$ cat src/rtl/fetch_pkg.sv
// Shared types and constants for the instruction fetch buffer.
package fetch_pkg;

    localparam int FETCH_DEPTH_DEF = 4;
    localparam int FETCH_AW        = 32;
    localparam int FETCH_IW        = 32;

    // Instr value presented after reset.
    localparam logic [FETCH_IW-1:0] NOP_INSTR = 32'h0;

    // One queued fetch response: PC tag plus returned instruction word.
    typedef struct packed {
        logic [FETCH_AW-1:0] pc;
        logic [FETCH_IW-1:0] instr;
    } fetch_entry_t;

    // Occupancy counters need one extra bit so DEPTH itself is representable.
    function automatic int occ_width(input int depth);
        return $clog2(depth) + 1;
    endfunction

endpackage

$ cat src/rtl/fetch_fifo.sv
// Fetch response queue: DEPTH entries, registered head, synchronous flush.
module fetch_fifo
    import fetch_pkg::*;
#(
    parameter int DEPTH = FETCH_DEPTH_DEF,
    parameter int CW    = occ_width(DEPTH)
) (
    input  logic         clk,
    input  logic         reset,
    input  logic         push,
    input  logic         pop,
    input  logic         flush,
    input  fetch_entry_t din,
    output fetch_entry_t head,
    output logic [CW-1:0] count,
    output logic         full,
    output logic         empty
);

    localparam int PW = $clog2(DEPTH);

    fetch_entry_t  r_mem [DEPTH];
    fetch_entry_t  r_head;
    logic [PW-1:0] r_rd_ptr;
    logic [PW-1:0] r_wr_ptr;
    logic [CW-1:0] r_count;

    logic          w_push;
    logic          w_pop;
    logic [PW-1:0] w_rd_nxt;
    logic [CW-1:0] w_cnt_nxt;

    assign empty = (r_count == '0);
    assign full  = (r_count == CW'(DEPTH));
    assign count = r_count;
    assign head  = r_head;

    // Qualify handshakes so an empty pop or an overfull push can never corrupt state.
    always_comb begin
        w_pop     = pop & ~empty;
        w_push    = push & (~full | w_pop);
        w_rd_nxt  = w_pop ? (r_rd_ptr + PW'(1)) : r_rd_ptr;
        w_cnt_nxt = r_count + CW'(w_push) - CW'(w_pop);
    end

    // Pointer and occupancy update; flush dominates any push/pop.
    always_ff @(posedge clk or posedge reset) begin
        if (reset) begin
            r_rd_ptr <= '0;
            r_wr_ptr <= '0;
            r_count  <= '0;
        end else if (flush) begin
            r_rd_ptr <= '0;
            r_wr_ptr <= '0;
            r_count  <= '0;
        end else begin
            if (w_push) r_wr_ptr <= r_wr_ptr + PW'(1);
            if (w_pop)  r_rd_ptr <= w_rd_nxt;
            r_count <= w_cnt_nxt;
        end
    end

    // Storage write; contents need no reset since occupancy gates visibility.
    always_ff @(posedge clk) begin
        if (w_push && !flush) r_mem[r_wr_ptr] <= din;
    end

    // Registered head: preload the entry that will be at the front next cycle,
    // taking the incoming word directly when it lands in the head slot.
    // Holds its last value whenever the queue goes empty.
    always_ff @(posedge clk or posedge reset) begin
        if (reset) begin
            r_head <= '{pc: '0, instr: NOP_INSTR};
        end else if (!flush && w_cnt_nxt != '0) begin
            r_head <= (w_push && w_rd_nxt == r_wr_ptr) ? din : r_mem[w_rd_nxt];
        end
    end

endmodule

$ cat src/rtl/instr_fetch_buffer.sv
// Instruction fetch buffer: accepts fetch requests, drives a 1-cycle ROM,
// queues responses with their PC and hands them to decode via valid/ready.
// Optional perf counters (StallCnt/FlushCnt) under macro FETCH_PERF_CNT_EN.
module instr_fetch_buffer
    import fetch_pkg::*;
#(
    parameter int DEPTH = FETCH_DEPTH_DEF,
    parameter int AW    = 32,
    parameter int IW    = 32
) (
    input  logic          clk,
    input  logic          reset,
    input  logic          start,
    input  logic [AW-1:0] ReqAddr,
    input  logic          ReqValid,
    output logic          ReqReady,
    input  logic          Flush,
    output logic          ImemEn,
    output logic [AW-1:0] ImemAddr,
    input  logic [IW-1:0] ImemRdata,
    output logic          InstrValid,
    input  logic          InstrReady,
    output logic [IW-1:0] Instr,
    output logic [AW-1:0] InstrPC
`ifdef FETCH_PERF_CNT_EN
    ,
    output logic [31:0]   StallCnt,
    output logic [31:0]   FlushCnt
`endif
);

    localparam int CW = occ_width(DEPTH);

    logic          r_inflight;
    logic [AW-1:0] r_tag;

    logic [CW-1:0] w_count;
    logic [CW:0]   w_occ;
    logic          w_full;
    logic          w_empty;
    logic          w_accept;
    logic          w_push;
    logic          w_pop;
    fetch_entry_t  w_din;
    fetch_entry_t  w_head;

    // Occupancy counts the in-flight read so its slot is reserved before issue.
    always_comb begin
        w_occ    = {1'b0, w_count} + (CW+1)'(r_inflight);
        ReqReady = start & ~Flush & (w_occ < (CW+1)'(DEPTH));
        w_accept = ReqValid & ReqReady;
        ImemEn   = w_accept;
        ImemAddr = w_accept ? ReqAddr : '0;
        w_pop    = InstrReady & ~w_empty;
        w_push   = r_inflight & ~Flush & (~w_full | w_pop);
        w_din    = '{pc: FETCH_AW'(r_tag), instr: FETCH_IW'(ImemRdata)};
    end

    // Track the single outstanding ROM read and its PC tag.
    always_ff @(posedge clk or posedge reset) begin
        if (reset) begin
            r_inflight <= 1'b0;
            r_tag      <= '0;
        end else if (Flush) begin
            r_inflight <= 1'b0;
        end else begin
            r_inflight <= w_accept;
            if (w_accept) r_tag <= ReqAddr;
        end
    end

    fetch_fifo #(.DEPTH(DEPTH), .CW(CW)) u_fifo (
        .clk   (clk),
        .reset (reset),
        .push  (w_push),
        .pop   (w_pop),
        .flush (Flush),
        .din   (w_din),
        .head  (w_head),
        .count (w_count),
        .full  (w_full),
        .empty (w_empty)
    );

    assign InstrValid = ~w_empty;
    assign Instr      = IW'(w_head.instr);
    assign InstrPC    = AW'(w_head.pc);

`ifdef FETCH_PERF_CNT_EN
    logic [31:0] r_stall_cnt;
    logic [31:0] r_flush_cnt;

    // Saturating counts of blocked-request cycles and flush cycles.
    always_ff @(posedge clk or posedge reset) begin
        if (reset) begin
            r_stall_cnt <= '0;
            r_flush_cnt <= '0;
        end else begin
            if (ReqValid && start && !ReqReady && !Flush && r_stall_cnt != '1)
                r_stall_cnt <= r_stall_cnt + 32'd1;
            if (Flush && r_flush_cnt != '1)
                r_flush_cnt <= r_flush_cnt + 32'd1;
        end
    end

    assign StallCnt = r_stall_cnt;
    assign FlushCnt = r_flush_cnt;
`endif

endmodule

$ cat config.mk
export PLATFORM = sky130hd
export DESIGN_NAME = instr_fetch_buffer
export DESIGN_NICKNAME = d
export VERILOG_FILES = /design/src/rtl/fetch_pkg.sv /design/src/rtl/fetch_fifo.sv /design/src/rtl/instr_fetch_buffer.sv
export SDC_FILE = /design/constraint.sdc
export NUM_CORES = 1
export LEC_CHECK = 0
export CORE_MARGIN = 2
export CORE_UTILIZATION = 29
export CTS_CLUSTER_SIZE = 24
export DETAILED_ROUTE_END_ITERATION = 6
export MAX_ROUTING_LAYER = met4
export PLACE_DENSITY = 0.54
export SLEW_MARGIN = 40
export SYNTH_ARGS = -nofsm -noshare
export SYNTH_HDL_FRONTEND = slang
export SYNTH_HIERARCHICAL = 1
export SYNTH_SLANG_ARGS = --single-unit
$ cat constraint.sdc
create_clock -name clk -period 5.2 [get_ports clk]
set_input_delay 1.04 -clock clk [delete_from_list [all_inputs] [get_ports clk]]
set_output_delay 1.04 -clock clk [all_outputs]
set_load 0.005 [all_outputs]
Yosys cells after proc, flatten, opt, wreduce, memory -nomap -nowiden
Memories as Yosys holds them, arrays and structs flattened. A register that Yosys moved wholly into a read port is not among the register bits. Index checks and enable logic that the tools add are counted.

Input bits: 70. Output and inout port bits: 99. Register bits: 40. Memories: 1. Bits in writable memories: 256.

Memory list: u_fifo.r_mem (words 4, width 64, read ports 1, clocked after Yosys merged registers in 1, write ports 1, line fetch_fifo.sv:22) `fetch_entry_t r_mem [DEPTH];`.

Reductions and logical operators: 8. Muxes and demuxes: 10. $lt $le $gt $ge: 1. Equal/unequal tests: 1. Add/subtract/negate cells: 5. Bitwise logic cells: 13.

Operators with widths (number): 2-to-1 mux 32 bit (1); 2-to-1 mux 2 bit (5); AND 1 bit (8); adder 2 x 1 -> 2 bit (second input constant) (2); adder 3 x 1 -> 4 bit (1); less-than comparator 4 x 3 -> 1 bit (second input constant) (1); nonzero test 2 bit (2); adder 3 x 1 -> 3 bit (1); == test 3 bit (second input constant) (1); logical NOT 3 bit (1); 2-to-1 mux 1 bit (3); 2-to-1 mux 3 bit (1); inverter 1 bit (3); nonzero test 3 bit (1); subtractor 3 x 1 -> 3 bit (1); logical AND 1 bit (2); bitwise OR 1 bit (2); AND reduction 2 bit (1); logical NOT 1 bit (1).

Logic depth before layout (Yosys ltp)
Depth in word-level cells: 10. Depth in mapped cells: 17.

Cells and area by module
The synthesis kept the hierarchy.

By module, submodules not included: fetch_fifo (cells an instance 1199, area each 15233.4 µm², times used 1); instr_fetch_buffer (cells an instance 114, area each 1614.0 µm², times used 1).

Worst setup path before layout
OpenSTA, ideal clock, no wires.

Path type: input -> register. Start point: input port InstrReady. End point: memory u_fifo/r_mem[1][0] (netlist bit), enable pin. Cell stages on the path: 5. Path slack: 1142 ps. Data arrival time: 3630 ps. Cells stage by stage: nor2b_1 nor2b_1 nor3b_1 nor3b_1 and2_1.

Longest elaborated chain between the ends: 7. Elaborated cells between the ends (all ways): 9.

Ends and longest elaborated chain: start, declared (line instr_fetch_buffer.sv:22) `input logic InstrReady,`; AND 1 bit (line instr_fetch_buffer.sv:54) `w_pop = InstrReady & ~w_empty;`; bitwise OR 1 bit (line instr_fetch_buffer.sv:55) `w_push = r_inflight & ~Flush & (~w_full | w_pop);`; AND 1 bit (line instr_fetch_buffer.sv:55); via w_push (line instr_fetch_buffer.sv:42) `logic w_push;`; AND 1 bit (line fetch_fifo.sv:41) `w_push = push & (~full | w_pop);`; logical AND 1 bit (line fetch_fifo.sv:65) `if (w_push && !flush) r_mem[r_wr_ptr] <= din;`; 2-to-1 mux 1 bit (line fetch_fifo.sv:65); 2-to-1 mux 1 bit (not written as such) (line fetch_fifo.sv:65); end, declared (line fetch_fifo.sv:22).

The timed path passes the listed nets, and every way through them passes these cells.

Final worst setup path
Start point: input port Flush. End point: output port ImemAddr[23].

Longest elaborated chain between the ends: 5.

Ends and longest elaborated chain: start, declared (line instr_fetch_buffer.sv:17) `input logic Flush,`; inverter 1 bit (no source line); AND 1 bit (2 in series) (line instr_fetch_buffer.sv:50) `ReqReady = start & ~Flush & (w_occ < (CW+1)'(DEPTH));`; AND 1 bit (line instr_fetch_buffer.sv:51) `w_accept = ReqValid & ReqReady;`; 2-to-1 mux 32 bit (line instr_fetch_buffer.sv:53) `ImemAddr = w_accept ? ReqAddr : '0;`; end, declared (line instr_fetch_buffer.sv:19) `output logic [AW-1:0] ImemAddr,`.

Every way passes these cells.

==> results.sh <==
export IMPL_grt_pass1_wl_um=68400
export IMPL_ys_types=45
export IMPL_synth_area_mm2=0.0168
export IMPL_critical_path_arrival_ns=3.31
export IMPL_wl_per_cell_um=20.0
export IMPL_grt_max_degree=239
export IMPL_reg2reg_slack_ns=1.36
export IMPL_hold_viol_final=0
export IMPL_yosysSeqAreaShare_pct=61.1
export IMPL_synth_nets=1389
export IMPL_slew_headroom_pct=49.2
export IMPL_cts_reportedPaths_clkPinSlew_ns=0.06
export IMPL_min_from="u_fifo/head[10]"
export IMPL_crit_type="in2out"
export IMPL_portBuffers=168
export IMPL_finalSetupTns_ns=0
export IMPL_synth_edf_count=256
export IMPL_drt_wl_total_um=44600
export IMPL_n_fill_cell=5504
export IMPL_timing_final_crit_share_pct=83.7
export IMPL_dr_pass1_iters=6
export IMPL_setup_slack_ns=0.849
export IMPL_holdPathStages=2
export IMPL_synthCells=1313
export IMPL_critPathBufInv=3
export IMPL_endpoint_kind="output pin"
export IMPL_slowest_stage="clkdlybuf4s50_1"
export IMPL_nNetsFinal=1505
export IMPL_p_per_area_mw_per_mm2=374
export IMPL_die_area_mm2=0.0600
export IMPL_io_pins=169
export IMPL_synth_seq_cells=360
export IMPL_synth_area_per_cell_um2=12.8
export IMPL_post_cts_buffers=0
export IMPL_grtUsageTotal_pct=15.1
export IMPL_synth_xor_area_share_pct=0.394
export IMPL_critPathTopFamily="buffers and inverters"
export IMPL_die_y_um=245
export IMPL_start_util_pct=29.3
export IMPL_cts_resized=0
export IMPL_clock_latency_ns=0.55
export IMPL_post_place_ws_ns=0.468
export IMPL_crit_required_ns=4.16
export IMPL_maxCapViolations=0
export IMPL_ys_warn_count=6
export IMPL_clkSinkCount=360
export IMPL_fp_row_count=88
export IMPL_synth_area_mux_share_pct=7.06
export IMPL_clock_fmax_ghz=0.230
export IMPL_cpPeakStageDelay_ns=0.69
export IMPL_grt_overflow_total=0
export IMPL_first_global_vias=11700
export IMPL_r2r_start="u_fifo/count[1]"
export IMPL_final_common_cell="edfxtp_1"
export IMPL_crit_fanout=45
export IMPL_clock_skew_ns=0.0285
export IMPL_worst_pin_slew_ns=0.762
export IMPL_drc_errors=0
export IMPL_postSynth_asyncResetShare_pct=28.9
export IMPL_layout_drive_gt1_share_pct=14.0
export IMPL_whs_endpoint="u_fifo/head[10]"
export IMPL_crit_path_cell_trace="clkdlybuf4s50_1 > nor2_4 > nand4_4 > inv_4 > and2_1 > clkdlybuf4s50_1"
export IMPL_holdBufCountCts=0
export IMPL_ant_nets=0
export IMPL_antenna_found_initial=0
export IMPL_final_cell_mix="edfxtp_1, clkdlybuf4s50_1, o221ai_1, dfrtp_1, nor2_1"
export IMPL_r2r_cells=15
export IMPL_htreeDepth=2
export IMPL_area_growth_syn_to_layout_pct=22.7
export IMPL_cts_tree="done"
export IMPL_coreArea_mm2=0.0576
export IMPL_synth_ff_type="edfxtp_1"
export IMPL_vias=11500
export IMPL_yosys_area_share_adder_pct=0.490
export IMPL_clock_root_buffer="clkbuf_16"
export IMPL_numCtsBuffers=41
export IMPL_dpl_hpwl_um=25700
export IMPL_finalWeightedCongestion=0.749
export IMPL_crit_top_cell="clkdlybuf4s50_1"
export IMPL_reg2reg_to="u_fifo/head[22]"
export IMPL_synthSimpleGateAreaFrac_pct=12.5
export IMPL_period_minus_slack_ns=4.35
export IMPL_p_leak_nw=7.28
export IMPL_hold_path_class="reg2reg"
export IMPL_antennaDiodeCount=0
export IMPL_drtIter0Drc=650
export IMPL_finalSetupViolCount=0
export IMPL_outcome="complete, no violations"
export IMPL_clockBufferDepth=3
export IMPL_critPathLaunchType="input port"
export IMPL_drv_slew=0
export IMPL_die_w_um=245
export IMPL_rsz0062_at_grt="false"
export IMPL_synth_top_family_by_area="compound AO/OA/AOI/OAI gates"
export IMPL_synth_compound_area_share_pct=13.2
export IMPL_vdd_drop_max_uv=206
export IMPL_via_per_inst=5.17
## where the power goes
| group | switching, W | leakage [nW] | internal, W |
|---|---|---|---|
| Clock | 0.00115 | 0.662 | 0.00172 |
| Combinational | 0.000418 | 3.03 | 0.000705 |
| Sequential | 0.000300 | 3.59 | 0.00343 |
| Total | 0.00187 | 7.28 | 0.00586 |
## how the worst max path moves through the flow
stage                     startpoint                 end  slack [ns]  cells after the start
final                          Flush        ImemAddr[23]        0.85                      6
after global routing           Flush        ImemAddr[28]        0.73                      6
after CTS                      Flush        ImemAddr[23]        0.82                      6
after detailed placement  InstrReady      u_fifo/head[1]        0.47                     15
after global placement    InstrReady     u_fifo/head[11]        0.63                     15
after floorplan           InstrReady  u_fifo/r_mem[1][0]        1.14                      5
## worst reg2reg max path, cell delays in order, from the launching register on
cell and delay (ns):
dfrtp_1 0.55, nor3_1 0.15, nor2b_1 0.52, nor2b_1 0.11
nor3b_1 0.27, nand2b_1 0.15, inv_1 0.10, ha_1 0.14
inv_1 0.05, fa_1 0.37, xnor3_1 0.24, nand3b_1 0.19
nand2b_4 0.15, a21o_4 0.32, buf_4 0.28, o221ai_1 0.14
## synth_stat cells, types with 5 or more instances
cell type  count  area share [%]
buf_2         51             1.5
or3_1         63             2.3
a22o_1        63             3.3
inv_1         72             1.6
edfxtp_1     256              46
nand2_1       68             1.5
clkbuf_1      44            0.98
nor2_1        72             1.6
and2_1        36             1.3
mux2_4        26             2.3
nand3b_1      64             2.9
dfrtp_1      104              15
buf_1         11            0.25
buf_6         12            0.80
nor3_1        66             2.0
o221ai_1     127             6.6
o31ai_1       63             2.8
mux2_2        70             4.7
ha_1           5            0.37
## area by class of cell
class                           instances  area, um^2  area share, %
Sequential cell                       360       10300           49.8
Multi-Input combinational cell        758        5700           27.6
Timing Repair Buffer                  195        2090           10.1
Clock buffer                           57        1170           5.65
Tap cell                              765         957           4.63
Inverter                               73         282           1.36
Clock inverter                         18         183          0.883
## routing by layer
layer  global-route usage [%]  wire (um)  up-vias
li1                         -          -     5266
met1                     20.0      19900     5832
met2                     24.1      21100      350
met3                     2.34       2670       59
met4                     4.34        930        0
met5                        -          0        -
## cell families (layout without fill, tap and decap cells)
logic type      Yosys count  after routing
compound gates          262            262
buf+inv                 195            343
mux                      97             97
fa+ha+maj                 6              6
simple gates            387            387
flops                   360            360
xor+xnor                  6              6
## through the flow
stage	utilization, %	area (um^2)	hold WS (ns)	total power, W	instances
3_5_place_dp	33.5	19300	0.475	0.00494	2150
4_1_cts	35.9	20600	0.488	0.00785	2225
3_3_place_gp	33.4	19200	0.469	0.00492	2147
5_1_grt	35.9	20700	0.521	0.00809	2226
6_report	35.9	20700	0.483	0.00772	2226
2_1_floorplan	-	16800	0.480	0.00409	1313
## sequential cells by signal, indices dropped and copies added (netlist names)
signal and flops:
u_fifo/r_mem 256, u_fifo/r_rd_ptr 2, u_fifo/count 3, u_fifo/head 64, r_tag 32, r_inflight 1, u_fifo/r_wr_ptr 2
(Power assumes the default switching activity.)
